`src/rtl/data_ram_arbiter.sv`:
```
// Two-port round-robin arbiter that shares one registered-read BlockRam between cores A and B.
// Each access takes three cycles: grant/latch, RAM access, then read-data capture and ack.
module data_ram_arbiter #(
   parameter int unsigned WORD_WIDTH    = 32,
   parameter int unsigned ADDRESS_WIDTH = 16
) (
   input  logic                     clock,
   input  logic                     reset_n,
   input  logic                     a_req,
   input  logic                     a_write,
   input  logic [ADDRESS_WIDTH-1:0] a_address,
   input  logic [WORD_WIDTH-1:0]    a_write_data,
   output logic                     a_ack,
   output logic [WORD_WIDTH-1:0]    a_read_data,
   output logic                     a_grant,
   input  logic                     b_req,
   input  logic                     b_write,
   input  logic [ADDRESS_WIDTH-1:0] b_address,
   input  logic [WORD_WIDTH-1:0]    b_write_data,
   output logic                     b_ack,
   output logic [WORD_WIDTH-1:0]    b_read_data,
   output logic                     b_grant,
   output logic [ADDRESS_WIDTH-1:0] ram_address,
   output logic                     ram_write,
   output logic [WORD_WIDTH-1:0]    ram_write_data,
   input  logic [WORD_WIDTH-1:0]    ram_read_data
);

   typedef enum logic [1:0] {StIdle, StAccess, StCapture} state_e;

   state_e                   state_q, state_d;
   logic                     last_grant_q, last_grant_d;  // 1 = B granted last
   logic                     owner_q, owner_d;            // 1 = B owns the current access
   logic [ADDRESS_WIDTH-1:0] ram_address_q, ram_address_d;
   logic                     ram_write_q, ram_write_d;
   logic [WORD_WIDTH-1:0]    ram_write_data_q, ram_write_data_d;
   logic                     a_ack_q, a_ack_d, b_ack_q, b_ack_d;
   logic                     a_grant_q, a_grant_d, b_grant_q, b_grant_d;
   logic [WORD_WIDTH-1:0]    a_read_data_q, a_read_data_d, b_read_data_q, b_read_data_d;

   logic                     eligible_a, eligible_b, pick_a, pick_b;
   logic [ADDRESS_WIDTH-1:0] a_word_address, b_word_address;

   // Byte address to word address; the two low bits are dropped without any alignment check.
   assign a_word_address = {2'b00, a_address[ADDRESS_WIDTH-1:2]};
   assign b_word_address = {2'b00, b_address[ADDRESS_WIDTH-1:2]};

   // A port whose ack is high this cycle sits out one arbitration round.
   assign eligible_a = a_req & ~a_ack_q;
   assign eligible_b = b_req & ~b_ack_q;
   assign pick_a     = eligible_a & (~eligible_b | last_grant_q);
   assign pick_b     = eligible_b & ~pick_a;

   always_comb begin
      state_d          = state_q;
      last_grant_d     = last_grant_q;
      owner_d          = owner_q;
      ram_address_d    = ram_address_q;
      ram_write_d      = ram_write_q;
      ram_write_data_d = ram_write_data_q;
      a_ack_d          = 1'b0;
      b_ack_d          = 1'b0;
      a_grant_d        = a_grant_q;
      b_grant_d        = b_grant_q;
      a_read_data_d    = a_read_data_q;
      b_read_data_d    = b_read_data_q;

      unique case (state_q)
         StIdle: begin
            if (pick_a || pick_b) begin
               owner_d          = pick_b;
               last_grant_d     = pick_b;
               ram_address_d    = pick_b ? b_word_address : a_word_address;
               ram_write_d      = pick_b ? b_write : a_write;
               ram_write_data_d = pick_b ? b_write_data : a_write_data;
               a_grant_d        = pick_a;
               b_grant_d        = pick_b;
               state_d          = StAccess;
            end
         end
         StAccess: begin
            ram_write_d = 1'b0;
            state_d     = StCapture;
         end
         StCapture: begin
            if (owner_q) begin
               b_read_data_d = ram_read_data;
               b_ack_d       = 1'b1;
               b_grant_d     = 1'b0;
            end else begin
               a_read_data_d = ram_read_data;
               a_ack_d       = 1'b1;
               a_grant_d     = 1'b0;
            end
            state_d = StIdle;
         end
         default: state_d = StIdle;
      endcase
   end

   always_ff @(posedge clock) begin
      if (!reset_n) begin
         state_q          <= StIdle;
         last_grant_q     <= 1'b1;
         owner_q          <= 1'b0;
         ram_address_q    <= '0;
         ram_write_q      <= 1'b0;
         ram_write_data_q <= '0;
         a_ack_q          <= 1'b0;
         b_ack_q          <= 1'b0;
         a_grant_q        <= 1'b0;
         b_grant_q        <= 1'b0;
         a_read_data_q    <= '0;
         b_read_data_q    <= '0;
      end else begin
         state_q          <= state_d;
         last_grant_q     <= last_grant_d;
         owner_q          <= owner_d;
         ram_address_q    <= ram_address_d;
         ram_write_q      <= ram_write_d;
         ram_write_data_q <= ram_write_data_d;
         a_ack_q          <= a_ack_d;
         b_ack_q          <= b_ack_d;
         a_grant_q        <= a_grant_d;
         b_grant_q        <= b_grant_d;
         a_read_data_q    <= a_read_data_d;
         b_read_data_q    <= b_read_data_d;
      end
   end

   assign ram_address    = ram_address_q;
   assign ram_write      = ram_write_q;
   assign ram_write_data = ram_write_data_q;
   assign a_ack          = a_ack_q;
   assign b_ack          = b_ack_q;
   assign a_grant        = a_grant_q;
   assign b_grant        = b_grant_q;
   assign a_read_data    = a_read_data_q;
   assign b_read_data    = b_read_data_q;

endmodule

```
`config.mk`:
```
export PLATFORM = sky130hd
export DESIGN_NAME = data_ram_arbiter
export DESIGN_NICKNAME = d
export VERILOG_FILES = /design/src/rtl/data_ram_arbiter.sv
export SDC_FILE = /design/constraint.sdc
export NUM_CORES = 1
export LEC_CHECK = 0
export CORE_UTILIZATION = 40
export DETAILED_ROUTE_END_ITERATION = 10
export PLACE_DENSITY = 0.86
export SLEW_MARGIN = 15
export SYNTH_ARGS = -nofsm -noshare
export SYNTH_HDL_FRONTEND = slang
export SYNTH_SLANG_ARGS = --single-unit
```
`constraint.sdc`:
```
create_clock -name clock -period 2.4 [get_ports clock]
set_clock_uncertainty 0.05 [all_clocks]
set_input_delay 0.48 -clock clock [delete_from_list [all_inputs] [get_ports clock]]
set_output_delay 0.48 -clock clock [all_outputs]
set_load 0.03 [all_outputs]
```
==> results.sh, run 1 <==
export IMPL_outcome="finished with violations"
export IMPL_violations="design-rule violations"
export IMPL_ys_seq_elements=119
export IMPL_timing_final_crit_period_ns=2.02
export IMPL_coreArea_um2=11500
export IMPL_rows=39
export IMPL_critPathLaunch="a_ack$_SDFF_PN0_"
export IMPL_path_clk_slew_ns=0.05
export IMPL_insertion_delay_ns=0.40
export IMPL_synth_simple_area_share=0.162
export IMPL_die_w_um=111
export IMPL_syn_area_per_cell_um2=8.26
export IMPL_critPathMaxStageDelay_ns=0.72
export IMPL_grt_max_degree=72
export IMPL_reg2reg_setup_slack_ns=0.79
export IMPL_min_from="b_read_data[21]$_SDFFE_PN0P_"
export IMPL_crit_cells=1
export IMPL_initial_core_util=0.414
export IMPL_crit_required_ns=1.87
export IMPL_hold_buffers=0
export IMPL_path_cells="clkdlybuf4s50_1"
export IMPL_finalHoldViolCount=0
export IMPL_synthCells=577
export IMPL_grt_pass1_vias=4815
export IMPL_utilization=0.672
export IMPL_timing_critical_path_buf_inv=1
export IMPL_cap_violations=0
export IMPL_rr_startpoint="state_q[0]$_SDFFE_PN0P_"
export IMPL_cp_arrival_ns=1.49
export IMPL_hpwlAfterDp_um=10100
export IMPL_cts_setup_buffers=0
export IMPL_routed_wl_um=14600
export IMPL_cts_tree="yes"
export IMPL_synth_top_family_by_area="compound AO/OA/AOI/OAI gates"
export IMPL_grt_overflow=0
export IMPL_dr_pass1_iters=8
export IMPL_synth_compound_area_share=0.266
export IMPL_cts_max_level=4
export IMPL_stdcell_count=957
export IMPL_antenna_found_initial=0
export IMPL_vias=4879
export IMPL_port_buffers=244
export IMPL_synth_xor_area_share=0
export IMPL_critPathSlowestCell="clkdlybuf4s50_1"
export IMPL_fin_nets=937
export IMPL_clk_path_buf_depth=2
export IMPL_avgViaCountPerCell=5.10
export IMPL_n_antenna_cell=0
export IMPL_rsz0062_at_grt="false"
export IMPL_yosysUniqueCellTypes=27
export IMPL_numCtsBuffers=17
export IMPL_peakVddDrop_mv=0.423
export IMPL_synthToLayoutAreaGrowth_pct=62.4
export IMPL_setup_tns_ns=0
export IMPL_layout_common_cells="243 x clkdlybuf4s50_1, 178 x nand2_1, 119 x dfxtp_1"
export IMPL_ios=251
export IMPL_synthArstFlopShare=0
export IMPL_placed_cells=927
export IMPL_drt_iter0_markers=455
export IMPL_drc=32
export IMPL_finalPower_mw=5.60
export IMPL_synthAdderAreaFrac=0
export IMPL_yosys_warnings=0
export IMPL_finalCritPeriodShare=0.841
export IMPL_crit_family="buffers and inverters"
export IMPL_holdWs_ns=0.401
export IMPL_p_per_area_nw_per_um2=723
export IMPL_cts_sinks=119
export IMPL_reg2reg_depth=5
export IMPL_synth_seq_area_share=0.500
export IMPL_die_height_um=111
export IMPL_cts_resized=0
export IMPL_drtAntennaViolNets=0
export IMPL_setup_viol=0
export IMPL_wire_per_inst_um=15.3
export IMPL_grt_total_usage=0.241
export IMPL_crit_fanout=2
export IMPL_p_leak_nw=2.87
export IMPL_critPathLaunchType="flop"
export IMPL_synth_ff_type="dfxtp_1"
export IMPL_end_kind="output port"
export IMPL_synth_mux_area_frac=0
export IMPL_grt_first_pass_wirelength_um=23400
export IMPL_die_area_um2=12400
export IMPL_path_class="reg2out"
export IMPL_syn_area_um2=4770
export IMPL_cts_root_buf="clkbuf_16"
export IMPL_slew_violations=0
export IMPL_whs_path_depth=2
export IMPL_final_common_cell="clkdlybuf4s50_1"
export IMPL_place_congestion=0.796
export IMPL_drive_gt1_frac=0.0528
export IMPL_fmax_mhz=496
export IMPL_hold_class="reg2reg"
export IMPL_synth_edf_count=0
-- through the flow --
| step | area (um^2) | setup slack [ns] |
|---|---|---|
| finish | 7740 | 0.382 |
| floorplan | 4770 | 0.890 |
| global route | 7740 | 0.321 |
| detailed placement | 7220 | 0.294 |
| CTS | 7740 | 0.354 |
| global placement | 7220 | 0.366 |
-- registers in the layout (all words and copies together) (netlist names) --
register        flops
b_read_data        32
state_q             2
owner_q             1
last_grant_q        1
a_grant             1
b_ack               1
a_ack               1
b_grant             1
ram_write           1
ram_write_data     32
a_read_data        32
ram_address        14
-- synth_stat cells, types with 2 or more instances --
library cell	n	area share
nand2_1	178	0.14
dfxtp_1	119	0.50
a21oi_1	94	0.099
a21boi_1	60	0.095
o21ai_0	37	0.039
buf_2	16	0.017
buf_6	14	0.033
clkbuf_1	13	0.010
o21ai_1	9	0.0095
a21boi_0	7	0.011
buf_4	6	0.0095
nand3_1	5	0.0052
and2_1	3	0.0039
and3_1	2	0.0026
inv_1	2	0.0016
-- power by group --
group	internal (mW)	switching, mW	total [mW]
clock network	1.41	0.821	2.23
registers	2.11	0.0732	2.18
logic	0.552	0.634	1.19
-- routing by layer --
layer | GRT usage | up-vias | routed length (um)
met4 | 0.125 | 0 | 422
met2 | 0.411 | 214 | 7140
met5 | 0 | - | 0
met1 | 0.264 | 2261 | 5820
li1 | - | 2371 | -
met3 | 0.0864 | 33 | 1220
-- worst min-delay path, stage by stage (launching register included) --
cell and delay, ns:
dfxtp_1 0.30, nand2_1 0.05, a21boi_1 0.05
-- final cells by class --
class | count | area [um^2]
tap | 143 | 179
sequential | 119 | 2380
fill | 892 | 3780
timing repair buffer | 255 | 2590
clock inverter | 4 | 20.0
multi-input combinational | 408 | 2060
clock buffer | 26 | 499
inverter | 2 | 7.51
-- path summary, 6_finish.rpt --
path / to
min: b_read_data[21]$_SDFFE_PN0P_
max: a_ack
min reg2reg: b_read_data[21]$_SDFFE_PN0P_
max reg2reg: a_read_data[1]$_SDFFE_PN0P_
-- cell families (layout without fill, tap and decap cells) --
group	count (synthesis)	count (layout)
compound gates	213	213
buf+inv	51	287
flops	119	119
other cells	1	2
simple gates	193	193
(Power assumes the default switching activity.)
==> inputs of run 2 (changes only) <==
--- a/config.mk
+++ b/config.mk
@@ -5,9 +5,9 @@
 export SDC_FILE = /design/constraint.sdc
 export NUM_CORES = 1
 export LEC_CHECK = 0
-export CORE_UTILIZATION = 40
+export CORE_UTILIZATION = 36
 export DETAILED_ROUTE_END_ITERATION = 10
-export PLACE_DENSITY = 0.86
+export PLACE_DENSITY = 0.82
 export SLEW_MARGIN = 15
 export SYNTH_ARGS = -nofsm -noshare
 export SYNTH_HDL_FRONTEND = slang
==> constraint.sdc (replaced) <==
create_clock -name clock -period 1.66 [get_ports clock]
set_clock_uncertainty 0.05 [all_clocks]
set_input_delay 0.332 -clock clock [delete_from_list [all_inputs] [get_ports clock]]
set_output_delay 0.332 -clock clock [all_outputs]
set_load 0.03 [all_outputs]
==> results.sh, run 2 (synthesis results as in run 1) <==
export IMPL_finalCritPeriodShare=0.957
export IMPL_layout_common_cells="178 x nand2_1, 128 x clkdlybuf4s50_1, 119 x dfxtp_1"
export IMPL_drive_gt1_frac=0.0692
export IMPL_grt_first_pass_wirelength_um=21700
export IMPL_utilization=0.617
export IMPL_drc=0
export IMPL_clk_path_buf_depth=2
export IMPL_numCtsBuffers=17
export IMPL_grt_max_degree=61
export IMPL_n_antenna_cell=0
export IMPL_synthToLayoutAreaGrowth_pct=65.2
export IMPL_initial_core_util=0.373
export IMPL_use_met2=0.363
export IMPL_final_common_cell="nand2_1"
export IMPL_critPathMaxStageDelay_ns=0.44
export IMPL_cts_tree="yes"
export IMPL_reg2reg_setup_slack_ns=0.28
export IMPL_rr_startpoint="b_ack$_SDFF_PN0_"
export IMPL_crit_cells=1
export IMPL_dr_pass1_iters=4
export IMPL_crit_fanout=2
export IMPL_reg2reg_depth=5
export IMPL_drtAntennaViolNets=0
export IMPL_place_congestion=0.808
export IMPL_rows=41
export IMPL_use_met1=0.218
export IMPL_path_clk_slew_ns=0.05
export IMPL_critPathLaunch="a_ack$_SDFF_PN0_"
export IMPL_crit_family="buffers and inverters"
export IMPL_wire_per_inst_um=14.1
export IMPL_timing_final_crit_period_ns=1.59
export IMPL_global_route_usage_met3=0.0793
export IMPL_p_per_area_nw_per_um2=1110
export IMPL_end_kind="output port"
export IMPL_peakVddDrop_mv=0.632
export IMPL_holdWs_ns=0.344
export IMPL_cts_setup_buffers=0
export IMPL_die_w_um=117
export IMPL_vias=4855
export IMPL_crit_reg2reg_capture="ram_address[1]$_SDFFE_PN0P_"
export IMPL_grt_busiest_layer="met2"
export IMPL_timing_critical_path_buf_inv=1
export IMPL_hpwlAfterDp_um=9690
export IMPL_die_area_um2=13700
export IMPL_critPathLaunchType="flop"
export IMPL_insertion_delay_ns=0.40
export IMPL_outcome="complete, no violations"
export IMPL_setup_viol=0
export IMPL_crit_required_ns=1.28
export IMPL_whs_path_depth=3
export IMPL_finalHoldViolCount=0
export IMPL_rsz0062_at_grt="false"
export IMPL_fin_nets=945
export IMPL_avgViaCountPerCell=4.87
export IMPL_coreArea_um2=12800
export IMPL_port_buffers=244
export IMPL_fmax_mhz=629
export IMPL_critPathCapture="a_ack"
export IMPL_hold_buffers=0
export IMPL_cts_root_buf="clkbuf_16"
export IMPL_grt_pass1_vias=4511
export IMPL_path_cells="dlygate4sd2_1"
export IMPL_cp_arrival_ns=1.21
export IMPL_drt_iter0_markers=217
export IMPL_cts_sinks=119
export IMPL_critPathSlowestCell="dlygate4sd2_1"
export IMPL_cap_violations=0
export IMPL_antenna_found_initial=0
export IMPL_slew_violations=0
export IMPL_cts_max_level=4
export IMPL_die_height_um=117
export IMPL_routed_wl_um=14100
export IMPL_grt_overflow=0
export IMPL_grt_total_usage=0.206
export IMPL_path_class="reg2out"
export IMPL_hold_class="in2reg"
export IMPL_ios=251
export IMPL_p_leak_nw=3.45
-- run 2: cell types whose count changed in the layout (fill, tap and decap cells not counted), sizes merged --
cell           previous run  this run
buf                      12        20
clkdlybuf4s50           243       128
bufinv                    0         4
inv                       2         3
clkinvlp                  0         3
clkbuf                   26        21
dlygate4sd2               0       115
clkinv                    4         3
-- run 2: layer usage --
metal	vias up	part of all wire
met5	-	0
met4	0	0.019
met3	16	0.094
met2	195	0.48
met1	2247	0.40
li1	2397	-
-- run 2: worst min-delay path by stage --
stage                     slack [ns]                            to                         start
final                           0.34     last_grant_q$_SDFFE_PN1P_                       reset_n
after global routing            0.36     last_grant_q$_SDFFE_PN1P_                       reset_n
after CTS                       0.31     last_grant_q$_SDFFE_PN1P_                       reset_n
after detailed placement        0.39  a_read_data[21]$_SDFFE_PN0P_  a_read_data[21]$_SDFFE_PN0P_
after global placement          0.39  b_read_data[13]$_SDFFE_PN0P_  b_read_data[13]$_SDFFE_PN0P_
after floorplan                 0.41          owner_q$_SDFFE_PN0P_          owner_q$_SDFFE_PN0P_
-- run 2: per-stage QoR --
stage               TNS (ns)  setup WS [ns]  power (mW)  cell area [um^2]  std cells
finish                     0         0.0709        8.71              7880        996
global route               0         0.0362        9.10              7880        996
CTS                        0         0.0431        8.80              7880        996
detailed placement     -7.27         -0.190        4.98              7380        964
global placement       -6.59         -0.151        4.96              7380        964
floorplan                  0          0.150        4.11              4770        578
-- run 2: cell type report --
type / instances / area (um^2)
Fill cell: 1143 / 4900
Timing Repair Buffer: 263 / 2570
Sequential cell: 119 / 2380
Multi-Input combinational cell: 408 / 2060
Clock buffer: 21 / 470
Tap cell: 172 / 215
Clock inverter: 11 / 170
Inverter: 2 / 7.51
-- run 2: where the power goes --
group | internal (mW) | leakage, nW | switching (mW)
logic | 0.724 | 2.17 | 0.918
registers | 3.05 | 0.973 | 0.0920
clock network | 2.63 | 0.306 | 1.30
-- run 2: what timing repair did --
item                       4_1_cts  5_1_grt
setup endpoints to repair      115        0
gates resized for setup        115        0
hold endpoints to repair         0        0
==> inputs of run 3 (changes only) <==
--- a/config.mk
+++ b/config.mk
@@ -7,7 +7,8 @@
 export LEC_CHECK = 0
 export CORE_UTILIZATION = 36
 export DETAILED_ROUTE_END_ITERATION = 10
-export PLACE_DENSITY = 0.82
+export PLACE_DENSITY = 0.86
+export REMOVE_ABC_BUFFERS = 1
 export SLEW_MARGIN = 15
 export SYNTH_ARGS = -nofsm -noshare
 export SYNTH_HDL_FRONTEND = slang
==> results.sh, run 3 (synthesis results as in run 1) <==
export IMPL_outcome="complete, no violations"
export IMPL_cts_max_level=4
export IMPL_drive_gt1_frac=0.0780
export IMPL_switching_power_mw=2.31
export IMPL_setup_viol=0
export IMPL_path_class="reg2out"
export IMPL_die_area_um2=13700
export IMPL_fin_nets=955
export IMPL_dr_pass1_iters=4
export IMPL_n_antenna_cell=0
export IMPL_finalPower_mw=8.31
export IMPL_p_leak_nw=3.47
export IMPL_insertion_delay_ns=0.40
export IMPL_hpwlAfterDp_um=10100
export IMPL_critPathLaunchType="flop"
export IMPL_internal_power_mw=6.00
export IMPL_wire_per_inst_um=14.2
export IMPL_drt_iter0_markers=316
export IMPL_cts_tree="yes"
export IMPL_finalCritPeriodShare=0.945
export IMPL_fmax_mhz=637
export IMPL_synthToLayoutAreaGrowth_pct=65.2
export IMPL_port_buffers=244
export IMPL_grt_overflow=0
export IMPL_n_fill_cell=1137
export IMPL_rsz0062_at_grt="false"
export IMPL_holdWs_ns=0.215
export IMPL_grt_pass1_vias=4581
export IMPL_cp_arrival_ns=1.19
export IMPL_stdcell_count=1005
export IMPL_grt_first_pass_wirelength_um=22000
export IMPL_timing_critical_path_buf_inv=1
export IMPL_antenna_found_initial=0
export IMPL_finalHoldViolCount=0
export IMPL_cts_root_buf="clkbuf_16"
export IMPL_crit_family="buffers and inverters"
export IMPL_die_w_um=117
export IMPL_slew_violations=0
export IMPL_ios=251
export IMPL_path_clk_slew_ns=0.06
export IMPL_cts_sinks=119
export IMPL_vias=4855
export IMPL_crit_cells=1
export IMPL_crit_fanout=2
export IMPL_drc=0
export IMPL_grt_total_usage=0.211
export IMPL_final_common_cell="nand2_1"
export IMPL_pwr_share_comb=0.203
export IMPL_coreArea_um2=12800
export IMPL_drtAntennaViolNets=0
export IMPL_die_height_um=117
export IMPL_clk_path_buf_depth=2
export IMPL_initial_core_util=0.373
export IMPL_peakVddDrop_mv=0.560
export IMPL_numCtsBuffers=17
export IMPL_placed_cells=974
export IMPL_utilization=0.616
export IMPL_avgViaCountPerCell=4.83
export IMPL_critPathMaxStageDelay_ns=0.43
export IMPL_postLayoutCellArea_um2=7870
export IMPL_hold_buffers=0
export IMPL_cap_violations=0
export IMPL_p_per_area_nw_per_um2=1060
export IMPL_reg2reg_depth=6
export IMPL_end_kind="output port"
export IMPL_routed_wl_um=14200
export IMPL_timing_final_crit_period_ns=1.57
export IMPL_grt_max_degree=48
export IMPL_path_cells="dlygate4sd2_1"
export IMPL_place_congestion=0.740
export IMPL_rows=41
export IMPL_pwr_share_seq=0.378
export IMPL_hold_class="in2reg"
export IMPL_layout_common_cells="178 x nand2_1, 128 x clkdlybuf4s50_1, 119 x dfxtp_1"
export IMPL_p_clk_frac=0.419
export IMPL_swShare=0.278
export IMPL_placed_area_um2=7450
export IMPL_whs_path_depth=2
export IMPL_crit_required_ns=1.28
export IMPL_critPathSlowestCell="dlygate4sd2_1"
==> run 3: per-layer routing <==
| layer | track usage | share of wire |
|---|---|---|
| met2 | 0.377 | 0.49 |
| met3 | 0.0803 | 0.098 |
| met1 | 0.217 | 0.38 |
| met5 | 0 | 0 |
| met4 | 0.105 | 0.026 |
==> run 3: path summary, 6_finish.rpt <==
| check | startpoint | to | slack (ns) |
|---|---|---|---|
| worst max-delay path | ram_write$_SDFFE_PN0P_ | ram_write | 0.09 |
| worst min-delay path | reset_n | last_grant_q$_SDFFE_PN1P_ | 0.21 |
| worst max register to register | b_ack$_SDFF_PN0_ | ram_write_data[5]$_SDFFE_PN0P_ | 0.25 |
| worst min register to register | a_read_data[13]$_SDFFE_PN0P_ | a_read_data[13]$_SDFFE_PN0P_ | 0.40 |
==> run 3: power groups by stage <==
| stage | sequential [mW] | clock (mW) | combinational (mW) |
|---|---|---|---|
| 4_1_cts | 3.14 | 3.56 | 1.70 |
| 3_5_place_dp | 3.21 | 0 | 1.81 |
| 3_3_place_gp | 3.20 | 0 | 1.80 |
| 2_1_floorplan | 3.55 | 0 | 0.445 |
| 6_report | 3.14 | 3.48 | 1.68 |
| 5_1_grt | 3.16 | 3.71 | 1.81 |
==> run 3: final cells by class <==
class	instances	area (um^2)	share of cell area
flip-flops and latches	119	2380	0.303
multi-input cells	408	2060	0.261
inverters	2	7.51	0.000954
clock buffers	19	433	0.0550
well taps	172	215	0.0273
clock inverters	12	130	0.0165
repair buffers	273	2650	0.336
==> run 3: worst register-to-register path, stage by stage, from the launching register on <==
cell and delay (ns):
dfxtp_1 0.34, and2b_4 0.21, o21ai_4 0.19, buf_12 0.18
buf_12 0.15, a21oi_1 0.05, a21oi_1 0.17
==> run 3: stage by stage <==
stage,TNS [ns],setup WS [ns]
after detailed placement,-8.53,-0.241
after global placement,-7.59,-0.190
final,0,0.0907
after CTS,0,0.0629
after floorplan,-21.08,-0.477
after global routing,0,0.0302
==> run 3: repair_timing <==
item | 4_1_cts | 5_1_grt
buffers inserted | 0 | 0
gates resized for setup | 115 | 0
setup endpoints to repair | 115 | 0
